[config.mk]
export PLATFORM = sky130hd
export DESIGN_NAME = disp_scan_ctrl
export DESIGN_NICKNAME = d
export VERILOG_FILES = /design/src/rtl/disp_scan_ctrl.sv
export SDC_FILE = /design/constraint.sdc
export NUM_CORES = 1
export LEC_CHECK = 0
export CORE_MARGIN = 5
export CORE_UTILIZATION = 60
export CTS_BUF_LIST = sky130_fd_sc_hd__clkbuf_4 sky130_fd_sc_hd__clkbuf_8
export CTS_CLUSTER_DIAMETER = 60
export DETAILED_ROUTE_END_ITERATION = 8
export DONT_BUFFER_PORTS = 1
export MAX_ROUTING_LAYER = met4
export PLACE_DENSITY_LB_ADDON = 0.05
export SLEW_MARGIN = 20
export SYNTH_ARGS = -nofsm -noshare
export SYNTH_HDL_FRONTEND = slang
export SYNTH_SLANG_ARGS = --single-unit
[constraint.sdc]
create_clock -name disp_clk -period 3.82 [get_ports disp_clk]
set_input_delay 1.146 -clock disp_clk [delete_from_list [all_inputs] [get_ports disp_clk]]
set_output_delay 1.146 -clock disp_clk [all_outputs]
set_load 0.02 [all_outputs]
[src/rtl/disp_scan_ctrl.sv]
// Time-multiplexed digit scanner: one shared BCD value bus, one-hot digit enables,
// with digit values double-buffered so new values take effect only at a frame boundary.
module disp_scan_ctrl #(
    parameter int N_DIGITS     = 6,
    parameter int DWELL_CYCLES = 1000,
    parameter int BLANK_CYCLES = 2
) (
    input  logic                  disp_clk,
    input  logic                  disp_rst_n,
    input  logic                  disp_load,
    input  logic [4*N_DIGITS-1:0] disp_digits_in,
    input  logic [N_DIGITS-1:0]   disp_blank_mask,
    output logic [3:0]            disp_bcd_out,
    output logic [N_DIGITS-1:0]   disp_digit_en,
    output logic                  disp_frame_start,
    output logic                  disp_load_ack
);

    typedef enum logic {S_BLANK, S_SHOW} state_t;

    localparam int MAX_DB = (DWELL_CYCLES > BLANK_CYCLES) ? DWELL_CYCLES : BLANK_CYCLES;
    localparam int MAXV   = (MAX_DB > N_DIGITS) ? MAX_DB : N_DIGITS;
    localparam int CW     = (MAXV > 1) ? $clog2(MAXV) : 1;
    localparam int IW     = (N_DIGITS > 1) ? $clog2(N_DIGITS) : 1;

    localparam logic [CW-1:0] DWELL_LAST = CW'(DWELL_CYCLES - 1);
    localparam logic [CW-1:0] BLANK_LAST = CW'((BLANK_CYCLES > 0) ? BLANK_CYCLES - 1 : 0);
    localparam logic [IW-1:0] IDX_LAST   = IW'(N_DIGITS - 1);
    // With no anti-ghosting gap every slot starts directly in SHOW.
    localparam state_t SLOT_FIRST = (BLANK_CYCLES > 0) ? S_BLANK : S_SHOW;

    state_t                     fsm_q, fsm_d;
    logic [IW-1:0]              idx_q, idx_d;
    logic [CW-1:0]              cnt_q, cnt_d;
    logic [N_DIGITS-1:0][3:0]   active_q, active_d;
    logic [N_DIGITS-1:0][3:0]   pending_q, pending_d;
    logic                       pend_vld_q, pend_vld_d;
    logic                       ack_q, ack_d;
    logic                       slot_end;
    logic                       commit;

    // NOTE: the digit buffers are reset along with the control state so the display
    // is guaranteed dark (all 4'hF) straight out of reset rather than showing garbage.
    always_ff @(posedge disp_clk or negedge disp_rst_n) begin
        if (!disp_rst_n) begin
            fsm_q      <= SLOT_FIRST;
            idx_q      <= '0;
            cnt_q      <= '0;
            active_q   <= '1;
            pending_q  <= '1;
            pend_vld_q <= 1'b0;
            ack_q      <= 1'b0;
        end else begin
            // NOTE: non-blocking assignments here so every register samples the
            // pre-edge values computed by the combinational next-state block.
            fsm_q      <= fsm_d;
            idx_q      <= idx_d;
            cnt_q      <= cnt_d;
            active_q   <= active_d;
            pending_q  <= pending_d;
            pend_vld_q <= pend_vld_d;
            ack_q      <= ack_d;
        end
    end

    assign slot_end = (fsm_q == S_SHOW) && (cnt_q == DWELL_LAST);
    assign commit   = slot_end && (idx_q == IDX_LAST);

    always_comb begin
        // NOTE: every output of this block gets a default first, so no path can
        // leave a signal unassigned and infer a latch.
        fsm_d      = fsm_q;
        idx_d      = idx_q;
        cnt_d      = cnt_q + 1'b1;
        active_d   = active_q;
        pending_d  = pending_q;
        pend_vld_d = pend_vld_q;
        ack_d      = 1'b0;

        if (fsm_q == S_BLANK && cnt_q == BLANK_LAST) begin
            fsm_d = S_SHOW;
            cnt_d = '0;
        end

        if (slot_end) begin
            fsm_d = SLOT_FIRST;
            cnt_d = '0;
            idx_d = (idx_q == IDX_LAST) ? '0 : idx_q + 1'b1;
        end

        if (disp_load) begin
            pending_d  = disp_digits_in;
            pend_vld_d = 1'b1;
        end

        // A load arriving on the commit edge itself bypasses the pending buffer.
        if (commit) begin
            if (disp_load) begin
                active_d = disp_digits_in;
            end else if (pend_vld_q) begin
                active_d = pending_q;
            end
            if (disp_load || pend_vld_q) begin
                pend_vld_d = 1'b0;
                ack_d      = 1'b1;
            end
        end
    end

    always_comb begin
        disp_digit_en    = '0;
        disp_bcd_out     = 4'hF;
        disp_frame_start = (idx_q == '0) && (cnt_q == '0) && (fsm_q == SLOT_FIRST);
        disp_load_ack    = ack_q;
        if (fsm_q == S_SHOW && !disp_blank_mask[idx_q]) begin
            disp_digit_en = N_DIGITS'(1) << idx_q;
            disp_bcd_out  = active_q[idx_q];
        end
    end

endmodule
==> impl_metrics.toml, run 1 <==
[run_status]
status = "complete, no violations"

[setup_path]
path_cells = "mux4_2 -> a22oi_1 -> nand2_1 -> a221o_1"
arrival_ps = 2400
critPathLaunchType = "input pin"
endpoint_kind = "output pin"
worstPathRequired_ps = 2670
cp_num_buf_inv = 0
slowest_delay_ps = 450
cp_max_fo = 5
crit_type = "input pin to output pin"
crit_slowest_cell = "mux4_2"
crit_family = "compound AO/OA/AOI/OAI gates"

[timing]
slew_headroom_pct = 70.90
rsz0062_at_grt = "no"
finalSetupViolations = 0
slew_viol_final = 0
fmaxAchievable_mhz = 281.8
finClkSkew_ps = 6.693
worst_pin_slew_ps = 436.6
hold_viol_final = 0
setup_tns_ps = 0
finalCriticalPeriod_ps = 3549
fin_crit_sh_pct = 92.90
hold_slack_ps = 496.3

[job]
drv_cap = 0

[final_layout]
fillers = 378
multiInputGateArea_mm2 = 0.001277
diodes = 0
syn2layout_area_growth_pct = 7.834
final_layout_size_suffix_gt1_share_pct = 60.00
final_util_pct = 65.66
register_area_mm2 = 0.001662
nNetsFinal = 257

[logic_synthesis]
syn-mean-instance-area_um2 = 14.32
netlist_area_mm2 = 0.003050
ys_seq_area_share_pct = 54.47
yosysMostFrequentCell = "dfstp_2"
ys_top_cells_by_area = "dfstp_2, dfrtp_1, mux2_2, mux2_4, mux4_2"
synth_cells = 213
yosys.area.top_type_share_pct = 41.35
synth-edff-count = 0
synth_nets = 250
yosysWarnings = 0
yosysTopAreaCell = "dfstp_2"
ys_ff_latch = 64
ys.flop_type = "dfstp_2"
synth_common_cells = "dfstp_2, mux2_2, mux2_4"
synth_cell_types = 39
async_reset_ff_share_pct = 100.0

[grt]
grt_pass1_vias = 1824
grt_pass1_wl_um = 9101
grt_max_degree = 65
grtUsageTotal_pct = 19.40
grt.overflow.total = 0
grt_antenna_before_repair = 0

[clock_network]
htree_num_levels = 3
cts_hold_buf = 0
cts_buffers = 9
clock_path_buffers = 2
post-cts-setup-buffers = 0
clk_latency_ps = 340
cts_resized = 0
cts-root-buf = "clkbuf_8"
path_clk_slew_ps = 60
cts_tree = "done"
cts.sinks = 64

[detailed_routing]
wl_um = 5534
wl_per_cell_um = 18.76
via_count = 1734
drt_iter0_drc = 75
ant_nets = 0
dr.pass1.iters = 4
route.detailed.drc = 0
vias_per_cell = 5.878

[placed_design]
portBuffers = 0
routabilityCongestion = 0.8299
hpwl_um = 3815

[pwr]
power.leakage_nw = 1.427
vdd_drop_max_mv = 0.2319
power.density_mw_per_mm2 = 399.6

[die]
fp-row-count = 26
start_util_pct = 60.89
die-area_mm2 = 0.006610
die_h_um = 81.30
io_pins = 45
core_mm2 = 0.005010
fp.dieW_um = 81.30

[min_path]
min_path_type = "input pin to async pin"
==> cells by family (layout without fill, tap and decap cells) <==
logic type	after synthesis	count (layout)	share of synthesized area (%)
AO/OA/AOI/OAI	8	8	2.297
adder cells (fa/ha/maj)	4	4	1.641
multiplexers	59	59	26.09
AND/OR/NAND/NOR	53	53	9.271
flip-flops	64	64	54.47
buffers and inverters	16	28	3.650
XOR/XNOR	9	9	2.584
==> path summary, 6_finish.rpt <==
check	start	end	slack (ps)	cells after the start
setup / recovery	disp_blank_mask[3]	disp_bcd_out[0]	270	4
hold / removal	disp_rst_n	idx_q[0]$_DFFE_PN0N_	500	0
setup reg to reg	cnt_q[0]$_DFF_PN0_	active_q[16]$_DFFE_PN1P_	1400	6
hold reg to reg	pend_vld_q$_DFF_PN0_	pend_vld_q$_DFF_PN0_	530	1
max in group asynchronous	disp_rst_n	active_q[2]$_DFFE_PN1P_	3140	0
min in group disp_clk	pend_vld_q$_DFF_PN0_	pend_vld_q$_DFF_PN0_	530	1
==> stage by stage <==
step	area [um2]	power, mW	setup WS [ps]	instances
after global placement	3102	0.7873	296.5	279
after floorplan	3050	0.7834	400.1	213
after detailed placement	3102	0.7905	286.7	279
final	3289	1.314	271.3	295
after CTS	3289	1.330	284.4	295
after global routing	3289	1.370	214.5	295
==> cell usage in the layout (no fill, tap or decap), types with 2 or more instances in the layout <==
| cell | netlist | final |
|---|---|---|
| a221o_1 | 4 | 4 |
| buf_4 | 0 | 8 |
| clkbuf_8 | 0 | 12 |
| clkinv_2 | 0 | 3 |
| dfrtp_1 | 16 | 16 |
| dfstp_2 | 48 | 48 |
| ha_1 | 4 | 4 |
| inv_1 | 3 | 3 |
| mux2_2 | 34 | 34 |
| mux2_4 | 20 | 20 |
| mux4_2 | 5 | 5 |
| nand2_1 | 10 | 10 |
| nand3_1 | 3 | 3 |
| nand4_1 | 4 | 4 |
| nor2_1 | 16 | 16 |
| nor3_1 | 3 | 3 |
| nor4_1 | 4 | 4 |
| nor4b_1 | 2 | 2 |
| xnor2_1 | 8 | 8 |
==> per-layer routing <==
metal  vias up  global-route usage (%)  part of all wire [%]
met2        62                   29.07                    47
met5         -                       -                     0
met4         0                   9.966                   2.3
met1       878                   23.58                    44
met3        15                   6.098                   6.3
li1        779                       -                     -
==> registers in the layout, summed over array words and instances (netlist names) <==
register and cells:
pending_q 24, idx_q 3, pend_vld_q 1, fsm_q 1, active_q 24, disp_load_ack 1, cnt_q 10
==> where the power goes <==
| group | internal, mW | switching (mW) | leakage (nW) | total, mW |
|---|---|---|---|---|
| clock | 0.292 | 0.243 | 0.103 | 0.536 |
| sequential | 0.723 | 0.00613 | 0.689 | 0.729 |
| combinational | 0.0284 | 0.0214 | 0.635 | 0.0498 |
| total | 1.04 | 0.271 | 1.43 | 1.31 |
==> layout make-up <==
class	count	share of cell area (%)
multi-input combinational	133	38.84
clock buffer	13	5.249
inverter	4	0.4564
timing repair buffer	8	1.826
sequential	64	50.51
clock inverter	3	0.4564
tap	70	2.663
(Power assumes the default switching activity.)
==> run 2: changes to the inputs <==
Settings changed: ABC_AREA set to 1, REMOVE_ABC_BUFFERS set to 1.
==> run 2 against run 1 <==
Setup slack better by 60 ps. Utilization decreased by 1.3 points. Global-route usage rose by 2.6 points. Area after synthesis up 8.7%. Critical path depth grew 3. Sequential power decreased by 0.7%. Synthesized cell count grew 100%. Design area is 6.4% higher. Wire length is 28% higher. Flip-flop and latch count unchanged.
==> impl_metrics.toml, run 2 <==
[run_status]
status = "complete, no violations"

[die]
fp-row-count = 27
io_pins = 45
die_h_um = 84.35
start_util_pct = 60.98
fp.dieW_um = 84.35
die-area_mm2 = 0.007115
core_mm2 = 0.005439

[detailed_routing]
ant_nets = 0
dr.pass1.iters = 5
route.detailed.drc = 0
vias_per_cell = 5.350
wl_per_cell_um = 14.26
via_count = 2659
wl_um = 7087
drt_iter0_drc = 218

[final_layout]
final_common_cell = "nand2_1"
final_cell_mix = "nand2_1, dfstp_2, nand4_1, inv_1, nor2_1"
nNetsFinal = 458
register_area_mm2 = 0.001662
final_layout_size_suffix_gt1_share_pct = 17.88
multiInputGateArea_mm2 = 0.001400
fillers = 507
final_util_pct = 64.34
top_regs = "active_q: 24 flops, pending_q: 24 flops, cnt_q: 10 flops"
diodes = 0
syn2layout_area_growth_pct = 5.507

[grt]
grt_antenna_before_repair = 0
grt_pass1_wl_um = 12200
grtUsageTotal_pct = 22.00
grt.overflow.total = 0
grt_pass1_vias = 2597
grt_max_degree = 65

[clock_network]
post-cts-setup-buffers = 0
cts_tree = "done"
clock_path_buffers = 2
cts.sinks = 64
cts_buffers = 9
clk_latency_ps = 340
cts-root-buf = "clkbuf_8"
htree_num_levels = 3
cts_resized = 0
cts_hold_buf = 0
path_clk_slew_ps = 70

[logic_synthesis]
ys_seq_area_share_pct = 50.09
ys.flop_type = "dfstp_2"
ys_top_cells_by_area = "dfstp_2, nand2_1, dfrtp_1, nand4_1, inv_1"
yosysTopAreaCell = "dfstp_2"
yosysMostFrequentCell = "nand2_1"
async_reset_ff_share_pct = 100.0
synth-edff-count = 0
syn-mean-instance-area_um2 = 7.750
yosys.area.top_type_share_pct = 38.02
synth_cells = 428
ys_ff_latch = 64
synth_cell_types = 29
netlist_area_mm2 = 0.003317
synth_common_cells = "nand2_1, dfstp_2, nand4_1"
yosysWarnings = 0

[pwr]
finalPower_mw = 1.365
vdd_drop_max_mv = 0.2771
power.density_mw_per_mm2 = 389.9
power.leakage_nw = 1.845

[setup_path]
crit_family = "flip-flops"
cpMostUsedCell = "nand2_1"
crit_type = "flip-flop to output pin"
critPathLaunchType = "flip-flop"
worstPathRequired_ps = 2670
reg2regPathDepth = 5
crit_slowest_cell = "dfrtp_1"
cp_max_fo = 17
endpoint_kind = "output pin"
r2r_setup_slack_ps = 1650
cp_num_buf_inv = 1
r2r-end = "active_q[20]$_DFFE_PN1P_"
arrival_ps = 2340
r2r-start = "idx_q[0]$_DFFE_PN0N_"
path_cells = "inv_1 -> nand2_1 -> nand2_1 -> nand2_1 -> nand2_1 -> a21oi_1 -> nand2_1"
slowest_delay_ps = 710

[job]
drv_cap = 0

[timing]
worst_pin_slew_ps = 706.3
hold_slack_ps = 463.5
rsz0062_at_grt = "no"
setup_tns_ps = 0
slew_headroom_pct = 52.86
finalCriticalPeriod_ps = 3489
finalSetupViolations = 0
fin_crit_sh_pct = 91.34
finClkSkew_ps = 7.733
hold_viol_final = 0
fmaxAchievable_mhz = 286.6
slew_viol_final = 0

[placed_design]
portBuffers = 0
hpwl_um = 4667
routabilityCongestion = 0.9065

[min_path]
min_path_type = "flip-flop to flip-flop"
min_delay_path_depth = 2
worstHoldStart = "active_q[23]$_DFFE_PN1P_"
hold-path-endpoint = "active_q[23]$_DFFE_PN1P_"
## run 2: changes by cell type in the layout (fill, tap and decap cells not counted), sizes merged, moves of 8 or more
cell   before  now
nor2       16   29
inv         3   32
nand2      10  212
mux2       54    0
xnor2       8    0
nand4       5   31
nand3       3   15
## run 2: logic make-up (layout without fill, tap and decap cells)
family / after synthesis / after routing / synth area share, %
buf+inv: 53 / 50 / 7.695
simple gates: 294 / 294 / 38.29
compound gates: 11 / 11 / 1.886
fa+ha+maj: 4 / 4 / 1.509
xor+xnor: 2 / 2 / 0.5282
flops: 64 / 64 / 50.09
## run 2: worst reg2reg max path: cells and delay by family (launching register included)
kind / cells / cell delay [ps]
AND/OR/NAND/NOR: 5 / 1380
flip-flops: 1 / 710
## run 2: worst max path at each step
stage / from / to / slack [ps] / cells past startpoint
after floorplan: disp_blank_mask[5] / disp_digit_en[5] / 860 / 3
after global placement: idx_q[0]$_DFFE_PN0N_ / disp_bcd_out[3] / 650 / 7
after detailed placement: disp_blank_mask[5] / disp_bcd_out[3] / 670 / 4
after CTS: idx_q[0]$_DFFE_PN0N_ / disp_bcd_out[3] / 320 / 7
after global routing: idx_q[0]$_DFFE_PN0N_ / disp_bcd_out[3] / 70 / 7
final: idx_q[0]$_DFFE_PN0N_ / disp_bcd_out[3] / 330 / 7
## run 2: per-layer routing
| layer | routed length [um] | GRT usage, % |
|---|---|---|
| met3 | 283 | 4.416 |
| met1 | 3480 | 30.31 |
| met2 | 3247 | 32.71 |
| met5 | 0 | - |
| met4 | 75 | 7.338 |
## run 2: per-stage QoR
stage,worst slack (ps),cell area (um2),instances
2_1_floorplan,860.4,3182,407
3_3_place_gp,654.0,3294,482
3_5_place_dp,670.8,3294,482
4_1_cts,320.0,3500,497
5_1_grt,71.38,3500,497
6_report,330.9,3500,497
## run 2: final cells by class
cell class              instances  share of cell area, %
flip-flops and latches         64                  47.48
multi-input cells             311                  40.01
clock buffers                  12                  4.719
inverters                      32                  3.432
well taps                      72                  2.574
clock inverters                 3                  1.144
repair buffers                  3                 0.6435
## run 2: power breakdown
| part | switching (mW) | leakage, nW | internal (mW) |
|---|---|---|---|
| Combinational | 0.0310 | 1.05 | 0.0127 |
| Sequential | 0.00580 | 0.689 | 0.718 |
| Clock | 0.248 | 0.108 | 0.349 |
| Total | 0.285 | 1.84 | 1.08 |
==> run 3: changes to the inputs <==
Clock period 3.82 ns to 3.39 ns, I/O delays scaled along.
==> run 3 against run 2 <==
Design area rose by 1.2%. Sequential share of layout area decreased by 0.57 points. Critical path depth rose by 1. Utilization is 0.78 points higher. Wire length decreased by 3.4%.
==> impl_metrics.toml, run 3 (synthesized netlist as in run 2, its figures left out) <==
[run_status]
status = "complete, no violations"

[die]
core_mm2 = 0.005439
fp-row-count = 27
fp.dieW_um = 84.35
start_util_pct = 60.98
die_h_um = 84.35
io_pins = 45
die-area_mm2 = 0.007115

[clock_network]
path_clk_slew_ps = 60
cts-root-buf = "clkbuf_8"
clk_latency_ps = 330
cts_buffers = 9
clock_path_buffers = 2
htree_num_levels = 3
cts_hold_buf = 0
cts_tree = "done"
post-cts-setup-buffers = 0
cts_resized = 0
cts.sinks = 64

[final_layout]
stdcell_area_mm2 = 0.003542
syn2layout_area_growth_pct = 6.790
diodes = 0
final_cell_mix = "nand2_1, dfstp_2, nand4_1, inv_1, nor2_1"
fillers = 516
final_common_cell = "nand2_1"
final_layout_size_suffix_gt1_share_pct = 18.27
top_regs = "active_q: 24 flops, pending_q: 24 flops, cnt_q: 10 flops"
nNetsFinal = 459

[timing]
rsz0062_at_grt = "no"
hold_viol_final = 0
fin_crit_sh_pct = 89.68
setup_slack_ps = 349.9
slew_viol_final = 0
setup_tns_ps = 0
slew_headroom_pct = 50.52
hold_slack_ps = 376.2
worst_pin_slew_ps = 741.4
finalCriticalPeriod_ps = 3040
finalSetupViolations = 0
fmaxAchievable_mhz = 328.9
finClkSkew_ps = 6.547

[setup_path]
cp_num_buf_inv = 2
crit_type = "flip-flop to output pin"
crit_family = "simple AND/OR/NAND/NOR gates"
endpoint_kind = "output pin"
slowest_delay_ps = 330
cp_max_fo = 17
critPathLaunchType = "flip-flop"
path_cells = "buf_4 -> inv_1 -> nand2_1 -> nand2_1 -> nand2_1 -> nand2_1 -> a21oi_1 -> nand2_1"
worstPathRequired_ps = 2370
cpMostUsedCell = "nand2_1"
arrival_ps = 2020
crit_slowest_cell = "dfrtp_1"

[detailed_routing]
route.detailed.drc = 0
drt_iter0_drc = 154
vias_per_cell = 5.222
ant_nets = 0
wl_um = 6849
wl_per_cell_um = 13.73
dr.pass1.iters = 4
via_count = 2606

[placed_design]
routabilityCongestion = 0.8902
portBuffers = 0
hpwl_um = 4672
pre_cts_ws_ps = 506.9
dpl_cell_area_mm2 = 0.003302

[grt]
grt_antenna_before_repair = 0
top_usage_layer = "met2"
grt_use_met2_pct = 32.71
grt_util_met1_pct = 29.11
grt_pass1_vias = 2587
met3_usage_pct = 4.318
grtUsageTotal_pct = 21.62
grt.overflow.total = 0
grt_max_degree = 65
grt_pass1_wl_um = 11960

[min_path]
min_path_type = "input pin to async pin"

[pwr]
power.density_mw_per_mm2 = 461.0
vdd_drop_max_mv = 0.3477
power.leakage_nw = 1.866

[job]
drv_cap = 0
==> run 3: cell types whose count changed in the layout (fill, tap and decap cells not counted) <==
cell,before,now
buf_4,3,4
clkinv_2,2,0
bufinv_16,1,2
clkbuf_4,0,2
==> run 3: final cells by class <==
class	instances	area [um2]	area share [%]
tap	72	90.09	2.543
inverter	32	120.1	3.391
clock buffer	14	180.2	5.087
sequential	64	1662	46.91
timing repair buffer	4	30.03	0.8478
clock inverter	2	60.06	1.696
multi-input combinational	311	1400	39.53
==> run 3: per-stage QoR <==
stage	utilization, %	cells	power, mW
after global placement	60.71	483	0.8750
after floorplan	-	407	0.8652
after CTS	65.13	499	1.652
after detailed placement	60.71	483	0.8777
after global routing	65.13	499	1.705
final	65.13	499	1.633
==> run 3: power by group <==
part	internal [mW]	total [mW]	switching [mW]
logic	0.0143	0.0491	0.0348
registers	0.809	0.815	0.00641
clock network	0.491	0.768	0.277
==> run 3: worst paths after layout <==
check,slack [ps],cells past startpoint,start,endpoint
worst max register to register,1230,7,idx_q[1]$_DFFE_PN0N_,active_q[11]$_DFFE_PN1P_
min in group disp_clk,460,2,active_q[19]$_DFFE_PN1P_,active_q[19]$_DFFE_PN1P_
worst max-delay path,350,8,idx_q[0]$_DFFE_PN0N_,disp_bcd_out[3]
worst min-delay path,380,0,disp_rst_n,idx_q[2]$_DFFE_PN0N_
max in group asynchronous,2820,0,disp_rst_n,pending_q[19]$_DFFE_PN1P_
worst min register to register,460,2,active_q[19]$_DFFE_PN1P_,active_q[19]$_DFFE_PN1P_
==> run 3: metal layers <==
layer	wire, um	vias up
met5	0	-
met4	106	0
met3	338	12
met2	3129	68
met1	3275	1194
li1	-	1332
